**config.mk**
```make
export PLATFORM = sky130hd
export DESIGN_NAME = mem_access_fsm
export DESIGN_NICKNAME = d
export VERILOG_FILES = /design/src/rtl/mem_access_fsm_pkg.sv /design/src/rtl/mem_load_ext.sv /design/src/rtl/mem_access_fsm.sv
export SDC_FILE = /design/constraint.sdc
export NUM_CORES = 1
export LEC_CHECK = 0
export ABC_CLOCK_PERIOD_IN_PS = 6100
export BUFFER_PORTS_ARGS = -buffer_cell sky130_fd_sc_hd__buf_4
export CAP_MARGIN = 20
export CORE_ASPECT_RATIO = 0.7
export CORE_MARGIN = 2
export CORE_UTILIZATION = 55
export DETAILED_ROUTE_END_ITERATION = 10
export PLACE_DENSITY = 0.87
export SLEW_MARGIN = 20
export SYNTH_ARGS = -nofsm -noshare
export SYNTH_HDL_FRONTEND = slang
export SYNTH_HIERARCHICAL = 1
export SYNTH_SLANG_ARGS = --single-unit
```
**constraint.sdc**
```tcl
create_clock -name clk -period 6.1 [get_ports clk]
set_clock_uncertainty 0.1 [all_clocks]
set_input_delay 0 -clock clk [delete_from_list [all_inputs] [get_ports clk]]
set_output_delay 0 -clock clk [all_outputs]
set_load 0.005 [all_outputs]
```
**src/rtl/mem_access_fsm_pkg.sv**
```systemverilog
// Shared types and helpers for the byte-serial load/store unit: op codes,
// FSM states, per-op byte count and load extension.
package mem_access_fsm_pkg;

  typedef enum logic [3:0] {
    OP_NONE = 4'd0,
    OP_LB   = 4'd1,
    OP_LH   = 4'd2,
    OP_LW   = 4'd3,
    OP_LBU  = 4'd4,
    OP_LHU  = 4'd5,
    OP_SB   = 4'd6,
    OP_SH   = 4'd7,
    OP_SW   = 4'd8
  } mem_op_e;

  typedef enum logic [1:0] {
    ST_IDLE   = 2'd0,
    ST_ACCESS = 2'd1,
    ST_DONE   = 2'd2
  } state_e;

  function automatic logic [2:0] op_bytes(input mem_op_e op);
    case (op)
      OP_LB, OP_LBU, OP_SB: op_bytes = 3'd1;
      OP_LH, OP_LHU, OP_SH: op_bytes = 3'd2;
      OP_LW, OP_SW:         op_bytes = 3'd4;
      default:              op_bytes = 3'd0;
    endcase
  endfunction

  function automatic logic is_load(input mem_op_e op);
    is_load = op inside {OP_LB, OP_LH, OP_LW, OP_LBU, OP_LHU};
  endfunction

  function automatic logic is_store(input mem_op_e op);
    is_store = op inside {OP_SB, OP_SH, OP_SW};
  endfunction

  // Works at 64 bits; callers truncate, so LW only sign-extends when XLEN > 32.
  function automatic logic [63:0] load_ext64(input mem_op_e op, input logic [63:0] v);
    case (op)
      OP_LB:   load_ext64 = {{56{v[7]}}, v[7:0]};
      OP_LBU:  load_ext64 = {56'd0, v[7:0]};
      OP_LH:   load_ext64 = {{48{v[15]}}, v[15:0]};
      OP_LHU:  load_ext64 = {48'd0, v[15:0]};
      OP_LW:   load_ext64 = {{32{v[31]}}, v[31:0]};
      default: load_ext64 = v;
    endcase
  endfunction

endpackage

```
**src/rtl/mem_load_ext.sv**
```systemverilog
// Combinational sign/zero extension of the assembled load bytes.
module mem_load_ext
  import mem_access_fsm_pkg::*;
#(
  parameter int XLEN = 32
) (
  input  mem_op_e           op,
  input  logic [XLEN-1:0]   raw,
  output logic [XLEN-1:0]   ext
);

  assign ext = XLEN'(load_ext64(op, 64'(raw)));

endmodule

```
**src/rtl/mem_access_fsm.sv**
```systemverilog
// Byte-serial memory access stage: splits LB/LH/LW/SB/SH/SW into byte RAM
// handshakes and stalls upstream meanwhile. Optional MEM_ALIGN_CHECK_EN rejects misaligned ops.
//
// RAM handshake: ram_req_o and its address/data/we are held stable until the
// cycle ram_ack_i is high; that cycle completes the byte (ram_rdata_i valid).
module mem_access_fsm
  import mem_access_fsm_pkg::*;
#(
  parameter int XLEN   = 32,
  parameter int ADDR_W = 17,
  parameter int REG_AW = 5
) (
  input  logic              clk,
  input  logic              rst,
  input  logic              valid_i,
  input  logic [REG_AW-1:0] wd_i,
  input  logic              wreg_i,
  input  logic [XLEN-1:0]   wdata_i,
  input  logic [3:0]        mem_op_i,
  input  logic [ADDR_W-1:0] mem_addr_i,
  input  logic [XLEN-1:0]   mem_wdata_i,
  output logic              ram_req_o,
  output logic              ram_we_o,
  output logic [ADDR_W-1:0] ram_addr_o,
  output logic [7:0]        ram_wdata_o,
  input  logic              ram_ack_i,
  input  logic [7:0]        ram_rdata_i,
  output logic [REG_AW-1:0] wd_o,
  output logic              wreg_o,
  output logic [XLEN-1:0]   wdata_o,
  output logic              stall_req_o,
  output logic              misalign_o,
  output state_e            dbg_state_o
);

  state_e            state_q;
  mem_op_e           op_q;
  logic [2:0]        cnt_q;
  logic [XLEN-1:0]   asm_q;
  logic [XLEN-1:0]   sdata_q;
  logic [ADDR_W-1:0] addr_q;
  logic [REG_AW-1:0] wd_q;
  logic              wreg_q;
  logic              ram_req_q;
  logic              ram_we_q;

  mem_op_e         op_in;
  logic            is_mem_in;
  logic            misalign_in;
  logic            start;
  logic [2:0]      cnt_nxt;
  logic            last_byte;
  logic [XLEN-1:0] ext_data;

  assign op_in     = mem_op_e'(mem_op_i);
  assign is_mem_in = is_load(op_in) | is_store(op_in);

`ifdef MEM_ALIGN_CHECK_EN
  assign misalign_in = ((op_in inside {OP_LH, OP_LHU, OP_SH}) && mem_addr_i[0]) ||
                       ((op_in inside {OP_LW, OP_SW}) && (mem_addr_i[1:0] != 2'b00));
`else
  assign misalign_in = 1'b0;
`endif

  assign start     = (state_q == ST_IDLE) && valid_i && is_mem_in && !misalign_in;
  assign cnt_nxt   = cnt_q + 3'd1;
  assign last_byte = (cnt_q == op_bytes(op_q) - 3'd1);

  mem_load_ext #(.XLEN(XLEN)) u_ext (
    .op  (op_q),
    .raw (asm_q),
    .ext (ext_data)
  );

  always_ff @(posedge clk) begin
    if (rst) begin
      state_q     <= ST_IDLE;
      op_q        <= OP_NONE;
      cnt_q       <= 3'd0;
      asm_q       <= '0;
      sdata_q     <= '0;
      addr_q      <= '0;
      wd_q        <= '0;
      wreg_q      <= 1'b0;
      ram_req_q   <= 1'b0;
      ram_we_q    <= 1'b0;
      ram_addr_o  <= '0;
      ram_wdata_o <= '0;
    end else begin
      case (state_q)
        ST_IDLE: begin
          if (start) begin
            op_q        <= op_in;
            addr_q      <= mem_addr_i;
            sdata_q     <= mem_wdata_i;
            wd_q        <= wd_i;
            wreg_q      <= wreg_i;
            cnt_q       <= 3'd0;
            asm_q       <= '0;
            ram_req_q   <= 1'b1;
            ram_we_q    <= is_store(op_in);
            ram_addr_o  <= mem_addr_i;
            ram_wdata_o <= mem_wdata_i[7:0];
            state_q     <= ST_ACCESS;
          end
        end
        ST_ACCESS: begin
          if (ram_ack_i) begin
            // asm_q was cleared at issue, so OR-ing each byte into place assembles it.
            if (is_load(op_q))
              asm_q <= asm_q | (XLEN'(ram_rdata_i) << {cnt_q, 3'b000});
            cnt_q <= cnt_nxt;
            if (last_byte) begin
              ram_req_q <= 1'b0;
              ram_we_q  <= 1'b0;
              state_q   <= ST_DONE;
            end else begin
              ram_addr_o  <= addr_q + ADDR_W'(cnt_nxt);
              ram_wdata_o <= 8'(sdata_q >> {cnt_nxt, 3'b000});
            end
          end
        end
        ST_DONE: begin
          cnt_q   <= 3'd0;
          state_q <= ST_IDLE;
        end
        default: state_q <= ST_IDLE;
      endcase
    end
  end

  // Writeback and stall are combinational so IDLE pass-through has zero latency.
  always_comb begin
    wd_o        = '0;
    wreg_o      = 1'b0;
    wdata_o     = '0;
    stall_req_o = 1'b0;
    misalign_o  = 1'b0;
    if (!rst) begin
      case (state_q)
        ST_IDLE: begin
          if (valid_i && is_mem_in) begin
            misalign_o  = misalign_in;
            stall_req_o = !misalign_in;
          end else begin
            wd_o    = wd_i;
            wreg_o  = wreg_i;
            wdata_o = wdata_i;
          end
        end
        ST_ACCESS: stall_req_o = 1'b1;
        ST_DONE: begin
          if (is_load(op_q)) begin
            wd_o    = wd_q;
            wreg_o  = wreg_q;
            wdata_o = ext_data;
          end
        end
        default: ;
      endcase
    end
  end

  assign ram_req_o   = ram_req_q & ~rst;
  assign ram_we_o    = ram_we_q & ~rst;
  assign dbg_state_o = state_q;

endmodule
```
Word-level counts from Yosys, hierarchy flattened
Memory sizes are Yosys's and may differ from the RTL's. A register that Yosys moved wholly into a read port is not among the register bits. Index checks and enable logic that the tools add are counted.

RAM bits: 0. Bits of input ports: 103. Latch bits: 0. Output and inout bits: 69. Memories: 1. Word-level logic and storage cells: 102. ROM bits: 48. Register bits: 123.

Memories: (no name shown) (words 16, width 3, read ports 1, clocked after Yosys merged registers in 1, write ports 0, RTL line mem_access_fsm_pkg.sv:24) `case (op)`.

Multiplexer cells: 43. Div/mod/pow operators: 0. Add/sub/neg operators: 3. $mul: 0. Bitwise gates (word level): 5. Reductions and logical operators: 15. Equality and inequality tests: 21. Shift operators: 2. Order comparisons: 0.

Operators with widths (count): 32-bit 2-to-1 mux (6); 32-bit case mux with 5 select lines (1); 32-bit case mux with 2 select lines (2); 17-bit 2-to-1 mux (3); 17-bit case mux with 2 select lines (1); 32-bit OR (1); 8-bit by 6-bit << shifter with 32-bit output (1); 32-bit by 6-bit right shift with 8-bit output (1); 4-bit by 3-bit equality test with 1-bit output, second input constant (6); 8-bit 2-to-1 mux (3); 17-bit by 3-bit adder with 17-bit output (1); 4-bit by 2-bit equality test with 1-bit output, second input constant (4); 8-bit case mux with 2 select lines (1); 5-bit 2-to-1 mux (3); 4-bit AND reduction (3); 2-bit inequality test, second input constant (5); 5-bit case mux with 2 select lines (1); 5-bit nonzero test (2); 1-bit 2-to-1 mux (9); 3-bit case mux with 3 select lines (1); 4-bit by 1-bit equality test with 1-bit output, second input constant (2); 4-bit 2-to-1 mux (2); 1-bit case mux with 2 select lines (4); 2-bit 2-to-1 mux (3); 17 further kinds (23).

Logic depth before layout (Yosys ltp)
Gate-level depths: netlist (run 1).

Depth in word-level cells: 7. Gate-level depth with buffers: 11. Gate-level depth less buffers: 9.

Modules after synthesis
Netlist (run 1), hierarchy kept.

Modules (own cells, without submodules): mem_access_fsm (times used 1, sequential area each 2522.4 µm², area each 5773.0 µm², cells each 626); mem_load_ext (times used 1, sequential area each 0.0 µm², area each 334.1 µm², cells each 45).

Worst setup path after synthesis (run 1)
OpenSTA, ideal clock, no wires.

Path type: flip-flop to flip-flop. Start point: register cnt_q[1]. End point: register ram_addr_o[6]. Setup slack: 3174 ps. Cell stages (with the launch flop): 11. Library setup time: 58 ps. Data required time: 5942 ps. Path buffers: 2. Clock period less this slack: 2926 ps. Arrival: 2767 ps. Cells stage by stage: dfxtp_1 -> ha_1 -> clkbuf_1 -> inv_1 -> fa_1 -> nor2b_1 -> clkbuf_1 -> o21ai_0 -> xor2_1 -> a2111oi_0 -> a31o_2.

Word-level cells in the longest chain between the ends: 5. Elaborated cells on any way between the ends: 8. Those cells by class: add/sub (2); eq/ne (2); mux (3); reduce/logical (1).

RTL lines: start, declared (RTL line mem_access_fsm.sv:38) `logic [2:0] cnt_q;`; start signal, assigned (RTL line mem_access_fsm.sv:112) `cnt_q <= cnt_nxt;`; 3-bit by 1-bit adder with 3-bit output (RTL line mem_access_fsm.sv:66) `assign cnt_nxt = cnt_q + 3'd1;`; 17-bit by 3-bit adder with 17-bit output (RTL line mem_access_fsm.sv:118) `ram_addr_o <= addr_q + ADDR_W'(cnt_nxt);`; 17-bit 2-to-1 mux (RTL line mem_access_fsm.sv:113) `if (last_byte) begin`; 17-bit 2-to-1 mux (RTL line mem_access_fsm.sv:108) `if (ram_ack_i) begin`; 17-bit case mux with 2 select lines (RTL line mem_access_fsm.sv:90) `case (state_q)`; end signal, assigned (RTL line mem_access_fsm.sv:102) `ram_addr_o <= mem_addr_i;`; end signal, assigned (RTL line mem_access_fsm.sv:118); end, declared (RTL line mem_access_fsm.sv:24) `output logic [ADDR_W-1:0] ram_addr_o,`.

Several ways; a longest one is shown, not always the timed one. The select of a mux whose other input is x is not followed. A chain may end at the register's enable or synchronous reset.

Final worst setup path (run 1)
Start point: register cnt_q[0]. End point: register ram_addr_o[6].

Same word-level chain as after synthesis.

==> results.tsv, run 1 <==
metric	value	unit
drive_above_1_share	27.4	%
finalSetupViolCount	0	
areaGrowthSynthToFinish	40.0	%
clockRootBuffer	clkbuf_16	
timing.final.crit_share	61.0	%
hpwlAfterDp	11900	um
ys_types	65	
timing.slew.headroom	35.3	%
htree_levels	4	
synth_seq_area_share	41.3	%
wl_per_cell	19.8	um
die_h	92.2	um
highest_layer	met4	
syn_area	6110	sq um
nFillCells	692	
globalplace.congestion	0.882	
ios	172	
portBuffers	170	
synth_nets	780	
synth_area_leaders	dfxtp_1 41%, a22o_1 7.7%, nor2_1 6.5%, a21oi_1 4.0%, a22oi_1 3.9%	
maxSlewViolCount	0	
dieWidth	130	um
antenna_found_initial	1	
core_region_area	10900	sq um
crit_fanout	16	
pre_cts_ws	2.52	ns
synth_top_area_cell	dfxtp_1	
tritoncts	done	
num_rows	32	
cap_violations	0	
setup_tns	0	ns
tightestPinTransition	0.970	ns
p_int	1.68	mW
ys_warn_count	6	
vias	6480	
grt.overflow.total	0	
drc	0	
numCtsBuffers	17	
ir_drop	0.000223	V
routed_wl	20500	um
track_usage	34.4	%
route.met3.wl	1670	um
path_class	reg -> reg	
grt_pass1_wl	32300	um
clock_path_buffers	2	
p_leak	3.77	nW
wl_met2	9940	um
start_util	55.9	%
critPathLaunchType	flop	
critical_path_required	6.36	ns
fin_crit	3.72	ns
p_comb_share	16.2	%
final_common_cell	buf_4	
die_area	12000	sq um
synth_area_per_cell	9.10	sq um
yosys_most_used_dff	dfxtp_1	
drt_iter0_markers	662	
p_sw	0.598	mW
dr.pass1.iters	6	
layout_common_cells	175 x buf_4, 126 x dfxtp_1, 104 x nor2_1	
clk_pin_slew	0.06	ns
first_global_vias	6293	
clkPwrFrac	44.1	%
ys_ff_latch	126	
hold_viol_final	0	
p_seq_share	39.8	%
cts_sinks	126	
rsz0062_at_grt	false	
synth_edf_count	0	
synthCells	671	
synth_top_area_share	41.3	%
p_per_area	267	nW/um^2
drt-met1-wl	8320	um
critPathCaptureType	flop	
nNetsFinal	978	
crit_arrival	3.99	ns
setup_slack	2.38	ns
clk_latency	0.42	ns
post_cts_resize_count	0	
grt_max_degree	58	
hold_class	in -> reg	
fmax	269	MHz
async_flop_share	0	%
vias_per_cell	6.25	
ant_nets	0	
status	finished, final reports clean	
switching_share	26.2	%
## cell usage after synthesis, drive strengths merged (3+ instances only)
cell     instances
nand3b           4
xnor2            4
inv             10
and3             4
nand3            9
a21oi           50
ha               5
nor3            20
dfxtp          126
nor2           105
nor4             3
buf             35
a31oi            3
o21ai           15
nand2b           4
a221oi           9
a2111oi          4
o2111ai          4
xor2             8
and2             5
mux4             8
or3              4
a211o            3
o2bb2ai          4
o31ai            4
clkbuf          30
a31o             6
a22oi           42
nor2b            4
a21o            26
nand2           26
a211oi           6
a22o            54
## timing repair
| item | in CTS | in global routing |
|---|---|---|
| endpoints found under the hold margin | 120 | 0 |
| hold buffers | 69 | 0 |
| setup buffers | 0 | 0 |
## final timing paths
kind	from	end	slack (ns)	cells after the start
worst max-delay path	cnt_q[0]	ram_addr_o[6]	2.38	8
worst min-delay path	valid_i	ram_we_q	0.07	4
worst max register to register	cnt_q[0]	ram_addr_o[6]	2.38	8
worst min register to register	ram_addr_o[11]	ram_addr_o[11]	0.37	2
## critical path, cell delays in order (launching register included)
cell       delay [ns]
dfxtp_1          0.79
ha_1             0.63
inv_1            0.17
fa_1             0.43
nor2b_1          0.53
o21ai_0          0.22
xor2_1           0.19
a2111oi_0        0.45
a31o_2           0.16
## state kept, by name (all words and copies together) (netlist names), named ones only
signal and cells:
dbg_state_o 2, wreg_q 1, ram_wdata_o 8, sdata_q 32
ram_req_q 1, wd_q 5, asm_q 32, ram_addr_o 17
ram_we_q 1, cnt_q 3, op_q 4, addr_q 17
## area by class of cell
class / count / area (sq um) / area share [%]
antenna: 1 / 2.50 / 0.0293
timing repair buffer: 244 / 2000 / 23.5
tap: 153 / 191 / 2.24
inverter: 10 / 37.5 / 0.439
sequential: 126 / 2520 / 29.5
multi-input combinational: 470 / 3210 / 37.6
clock buffer: 24 / 472 / 5.52
clock inverter: 8 / 106 / 1.24
## metrics by stage
| step | hold slack [ns] | utilization [%] | cell area [sq um] | instances | power [mW] |
|---|---|---|---|---|---|
| floorplan | 0.00862 | - | 6110 | 671 | 1.10 |
| global placement | 0.115 | 66.4 | 7260 | 934 | 1.22 |
| detailed placement | 0.121 | 66.4 | 7260 | 934 | 1.23 |
| CTS | 0.0569 | 78.0 | 8530 | 1035 | 2.26 |
| global route | 0.0757 | 78.2 | 8550 | 1036 | 2.34 |
| finish | 0.0724 | 78.2 | 8550 | 1036 | 2.28 |
## power by group through the flow
stage / Sequential (mW) / Combinational, mW / Clock, mW
after global placement: 0.917 / 0.304 / 0
after detailed placement: 0.918 / 0.317 / 0
after global routing: 0.909 / 0.396 / 1.04
after floorplan: 0.907 / 0.190 / 0
final: 0.907 / 0.369 / 1.00
after CTS: 0.902 / 0.356 / 1.00
## per-layer routing
metal	track usage (%)	vias to the layer above
li1	-	2872
met1	43.8	3162
met2	56.8	375
met3	7.23	71
met4	14.0	0
met5	0	-
## logic make-up after synthesis
logic type	after synthesis	share of synthesized area [%]
XOR/XNOR	13	2.11
multiplexers	8	2.95
other	1	0.0614
flip-flops	126	41.3
AND/OR/NAND/NOR	197	14.7
adder cells (fa/ha/maj)	6	1.35
buffers and inverters	75	6.60
AO/OA/AOI/OAI	245	30.9
Power figures use the tool's default switching activity.
==> run 2, diff against run 1 <==
- ABC_CLOCK_PERIOD_IN_PS: 6100 -> 3100
- CORE_UTILIZATION: 55 -> 47
- PLACE_DENSITY: 0.87 -> 0.79
- clock period: 6.1 -> 3.1 ns (I/O delays scaled with it)
==> run 2 against run 1 <==
Total power rose by 100%; global-route usage decreased by 7.5 points; core utilization decreased by 9.0 points; first-iteration DRC count shrank 27%; cell area up 1.6%; largest cell class unchanged; critical path depth unchanged; critical path type unchanged; sequential share of layout area decreased by 0.45 points; final cell count increased by 1.9%.
==> results.tsv, run 2 (same netlist as run 1, synthesis figures left out) <==
metric	value	unit
grt_max_degree	58	
hold_viol_final	0	
track_usage	26.9	%
ant_nets	0	
globalplace.congestion	0.837	
crit_fanout	7	
clock_path_buffers	2	
critPathCaptureType	flop	
dr.pass1.iters	5	
ios	172	
core_region_area	12500	sq um
tritoncts	done	
start_util	48.7	%
clockRootBuffer	clkbuf_16	
die_area	13900	sq um
grt_pass1_wl	30200	um
hpwlAfterDp	12100	um
rsz0062_at_grt	false	
finalSetupViolCount	0	
postCtsHoldBufs	69	
power	4.57	mW
setup_tns	0	ns
p_per_area	527	nW/um^2
dieWidth	140	um
areaGrowthSynthToFinish	42.1	%
die_h	99.4	um
status	finished, final reports clean	
diodes	0	
antenna_found_initial	0	
clk_pin_slew	0.06	ns
holdPathStages	5	
num_rows	34	
fin_crit	2.72	ns
critical_path_required	3.35	ns
critPathLaunchType	flop	
rr_worst_depth	8	
path_class	reg -> reg	
htree_levels	4	
portBuffers	170	
clk_latency	0.41	ns
hold_class	in -> reg	
final_common_cell	buf_4	
numCtsBuffers	17	
routed_wl	18600	um
r2r_start	cnt_q[1]	
p_leak	3.86	nW
post_cts_resize_count	0	
first_global_vias	6103	
nNetsFinal	990	
reg_top3	asm_q: 32 flops, sdata_q: 32 flops	
tightestPinTransition	0.894	ns
timing.final.crit_share	87.8	%
drc	0	
wl_per_cell	17.6	um
cap_violations	0	
crit_arrival	2.97	ns
layout_common_cells	187 x buf_4, 126 x dfxtp_1, 104 x nor2_1	
holdCritStartpoint	mem_op_i[0]	
timing.slew.headroom	39.9	%
reg2reg_slack	0.38	ns
utilization	69.2	%
drt_iter0_markers	483	
cts_setup_buffers	0	
maxSlewViolCount	0	
drive_above_1_share	28.9	%
cts_sinks	126	
rr_endpoint	ram_addr_o[11]	
ir_drop	0.000409	V
min_to	ram_we_q	
fmax	367	MHz
vias	6231	
grt.overflow.total	0	
vias_per_cell	5.90	
==> run 2: layout make-up <==
type	instances	area [sq um]
fill	908	3870
multi-input combinational	470	3200
sequential	126	2520
timing repair buffer	256	2090
clock buffer	20	467
tap	162	203
clock inverter	12	159
inverter	10	37.5
==> run 2: worst max path at each step <==
| stage | cells past startpoint | slack (ns) | startpoint | to |
|---|---|---|---|---|
| after floorplan | 10 | 0.17 | cnt_q[1] | ram_addr_o[6] |
| after global placement | 8 | 0.52 | cnt_q[1] | ram_addr_o[11] |
| after detailed placement | 8 | 0.44 | cnt_q[1] | ram_addr_o[11] |
| after CTS | 8 | 0.43 | cnt_q[1] | ram_addr_o[11] |
| after global routing | 8 | 0.22 | cnt_q[1] | ram_addr_o[11] |
| final | 8 | 0.38 | cnt_q[1] | ram_addr_o[11] |
==> run 2: routing by layer <==
| metal | part of all wire [%] | vias up | global-route usage [%] | wire, um |
|---|---|---|---|---|
| met5 | 0 | - | 0 | 0 |
| li1 | - | 2893 | - | - |
| met4 | 1.9 | 0 | 8.70 | 350 |
| met1 | 44 | 3003 | 36.1 | 8230 |
| met2 | 47 | 297 | 42.3 | 8690 |
| met3 | 7.3 | 38 | 7.56 | 1360 |
==> run 2: metrics by stage <==
step                cell area (sq um)  cells  worst slack [ns]  hold slack, ns
CTS                              8680   1056             0.431          0.0781
detailed placement               7360    955             0.444           0.120
floorplan                        6110    671             0.174         0.00862
global route                     8680   1056             0.220           0.132
finish                           8680   1056             0.378          0.0932
global placement                 7360    955             0.519           0.117
==> run 2: where the power goes <==
group / total [mW] / internal (mW) / switching [mW]
Combinational: 0.715 / 0.376 / 0.340
Clock: 2.08 / 1.33 / 0.746
Sequential: 1.77 / 1.71 / 0.0690
==> run 2: worst max-delay path: stages (launching register included) <==
cell and delay (ns):
dfxtp_1 0.45, ha_1 0.24, xor2_1 0.20, ha_1 0.23
a211oi_1 0.07, or4b_1 0.68, or3_1 0.36, a31o_2 0.23
o21ai_1 0.10
==> run 3, diff against run 2 <==
- RECOVER_POWER: default -> 100
==> run 3 against run 2 <==
Largest power group unchanged; largest cell class unchanged; sequential power hardly changed; register-to-register slack got worse by 0.03 ns; cell area decreased by 0.58%; sequential cell count unchanged; worst setup slack lost 0.11 ns; sequential share of layout area increased by 0.17 points; final cell count unchanged.
==> results.tsv, run 3 (same netlist as run 1, synthesis figures left out) <==
metric	value	unit
status	finished, final reports clean	
postCtsHoldBufs	69	
timing.final.crit_share	91.4	%
reg_top3	asm_q: 32 flops, sdata_q: 32 flops	
reg2reg_slack	0.35	ns
grt_pass1_wl	30200	um
wl_per_cell	17.6	um
crit_fanout	39	
p_leak	3.79	nW
first_global_vias	6103	
ant_nets	0	
crit_arrival	2.73	ns
core_region_area	12500	sq um
portBuffers	170	
p_per_area	528	nW/um^2
timing.slew.headroom	11.3	%
hpwlAfterDp	12100	um
drive_above_1_share	27.7	%
rsz0062_at_grt	false	
post_cts_resize_count	0	
setup_tns	0	ns
dpl_cell_area	7360	sq um
grt_max_degree	58	
vias	6193	
critical_path_required	3.00	ns
cap_violations	0	
areaGrowthSynthToFinish	41.3	%
min_to	ram_we_q	
cp_cell_sequence	dlygate4sd3_1 > buf_4 > or4_4 > and2_0 > a211oi_4 > buf_4 > a22oi_1 > nor2_1 > clkbuf_1	
critPathLaunchType	primary input	
path_class	in -> out	
clockRootBuffer	clkbuf_16	
pre_cts_ws	0.444	ns
multi_input_area	3180	sq um
cp_slowest_cell	dlygate4sd3_1	
globalplace.congestion	0.837	
hold_viol_final	0	
fmax	353	MHz
hold_class	in -> reg	
diodes	0	
track_usage	26.9	%
layout_common_cells	126 x dfxtp_1, 119 x buf_4, 104 x nor2_1	
tightestPinTransition	1.33	ns
num_rows	34	
drt_iter0_markers	479	
critical-path-max-stage-delay	0.54	ns
dr.pass1.iters	7	
ff_latch_area	2520	sq um
nFillCells	922	
start_util	48.7	%
fin_crit	2.83	ns
cts_sinks	126	
nNetsFinal	990	
rr_endpoint	ram_addr_o[4]	
ir_drop	0.000411	V
rr_worst_depth	11	
dieWidth	140	um
clk_latency	0.41	ns
power	4.56	mW
cts_setup_buffers	0	
critPathCaptureType	primary output	
holdPathStages	5	
clock_path_buffers	2	
htree_levels	4	
clk_pin_slew	0.06	ns
antenna_found_initial	0	
crit_family	buffers and inverters	
crit_buf_inv	4	
die_h	99.4	um
holdCritStartpoint	mem_op_i[0]	
crit_top_cell	buf_4	
final_common_cell	dfxtp_1	
setup_slack	0.267	ns
r2r_start	cnt_q[0]	
holdWs	0.0945	ns
tritoncts	done	
drc	0	
vias_per_cell	5.86	
routed_wl	18600	um
maxSlewViolCount	0	
grt.overflow.total	0	
numCtsBuffers	17	
stdcell_area	8630	sq um
die_area	13900	sq um
ios	172	
finalSetupViolCount	0	
==> run 3: cell count changes in the layout (fill, tap and decap cells not counted), moves of 2 or more <==
cell / before / now
clkbuf_1: 0 / 7
clkbuf_4: 0 / 57
buf_4: 187 / 119
clkbuf_2: 0 / 4
and2_0: 0 / 2
==> run 3: worst max-delay path by stage <==
stage                 from             end  slack (ns)  cells past startpoint
6_report       mem_op_i[3]         wd_o[4]        0.27                      9
5_1_grt        mem_op_i[3]      wdata_o[5]        0.12                      9
4_1_cts           cnt_q[1]  ram_addr_o[11]        0.43                      8
3_5_place_dp      cnt_q[1]  ram_addr_o[11]        0.44                      8
3_3_place_gp      cnt_q[1]  ram_addr_o[11]        0.52                      8
2_1_floorplan     cnt_q[1]   ram_addr_o[6]        0.17                     10
==> run 3: cell type report <==
cell class,instances,area share [%]
Multi-Input combinational cell,470,36.9
Timing Repair Buffer,256,23.9
Clock inverter,12,1.84
Sequential cell,126,29.2
Inverter,10,0.435
Clock buffer,20,5.41
Tap cell,162,2.35
==> run 3: worst reg2reg max path: stages, from the launching register on <==
cell and delay [ns]:
dfxtp_1 0.31, clkbuf_2 0.30, inv_1 0.18, ha_1 0.19
inv_1 0.06, fa_1 0.38, nor2b_1 0.13, buf_4 0.17
o21ai_0 0.12, xor2_1 0.17, a2111oi_0 0.43, a31o_2 0.17
==> run 3: routing by layer <==
layer	vias to the layer above	share of wire [%]	global-route usage, %	wire length (um)
met3	37	7.2	7.56	1340
met2	264	47	42.3	8660
met5	-	0	0	0
li1	2891	-	-	-
met1	3001	44	36.1	8250
met4	0	1.9	8.70	350
==> run 3: where the power goes <==
group / internal [mW] / leakage (nW) / switching, mW / total (mW)
Clock: 1.33 / 0.303 / 0.750 / 2.08
Combinational: 0.363 / 2.46 / 0.338 / 0.701
Sequential: 1.71 / 1.03 / 0.0682 / 1.77
==> run 3: metrics by stage <==
stage	utilization (%)	instances
finish	68.8	1056
global route	68.8	1056
CTS	69.2	1056
detailed placement	58.7	955
global placement	58.7	955
floorplan	-	671
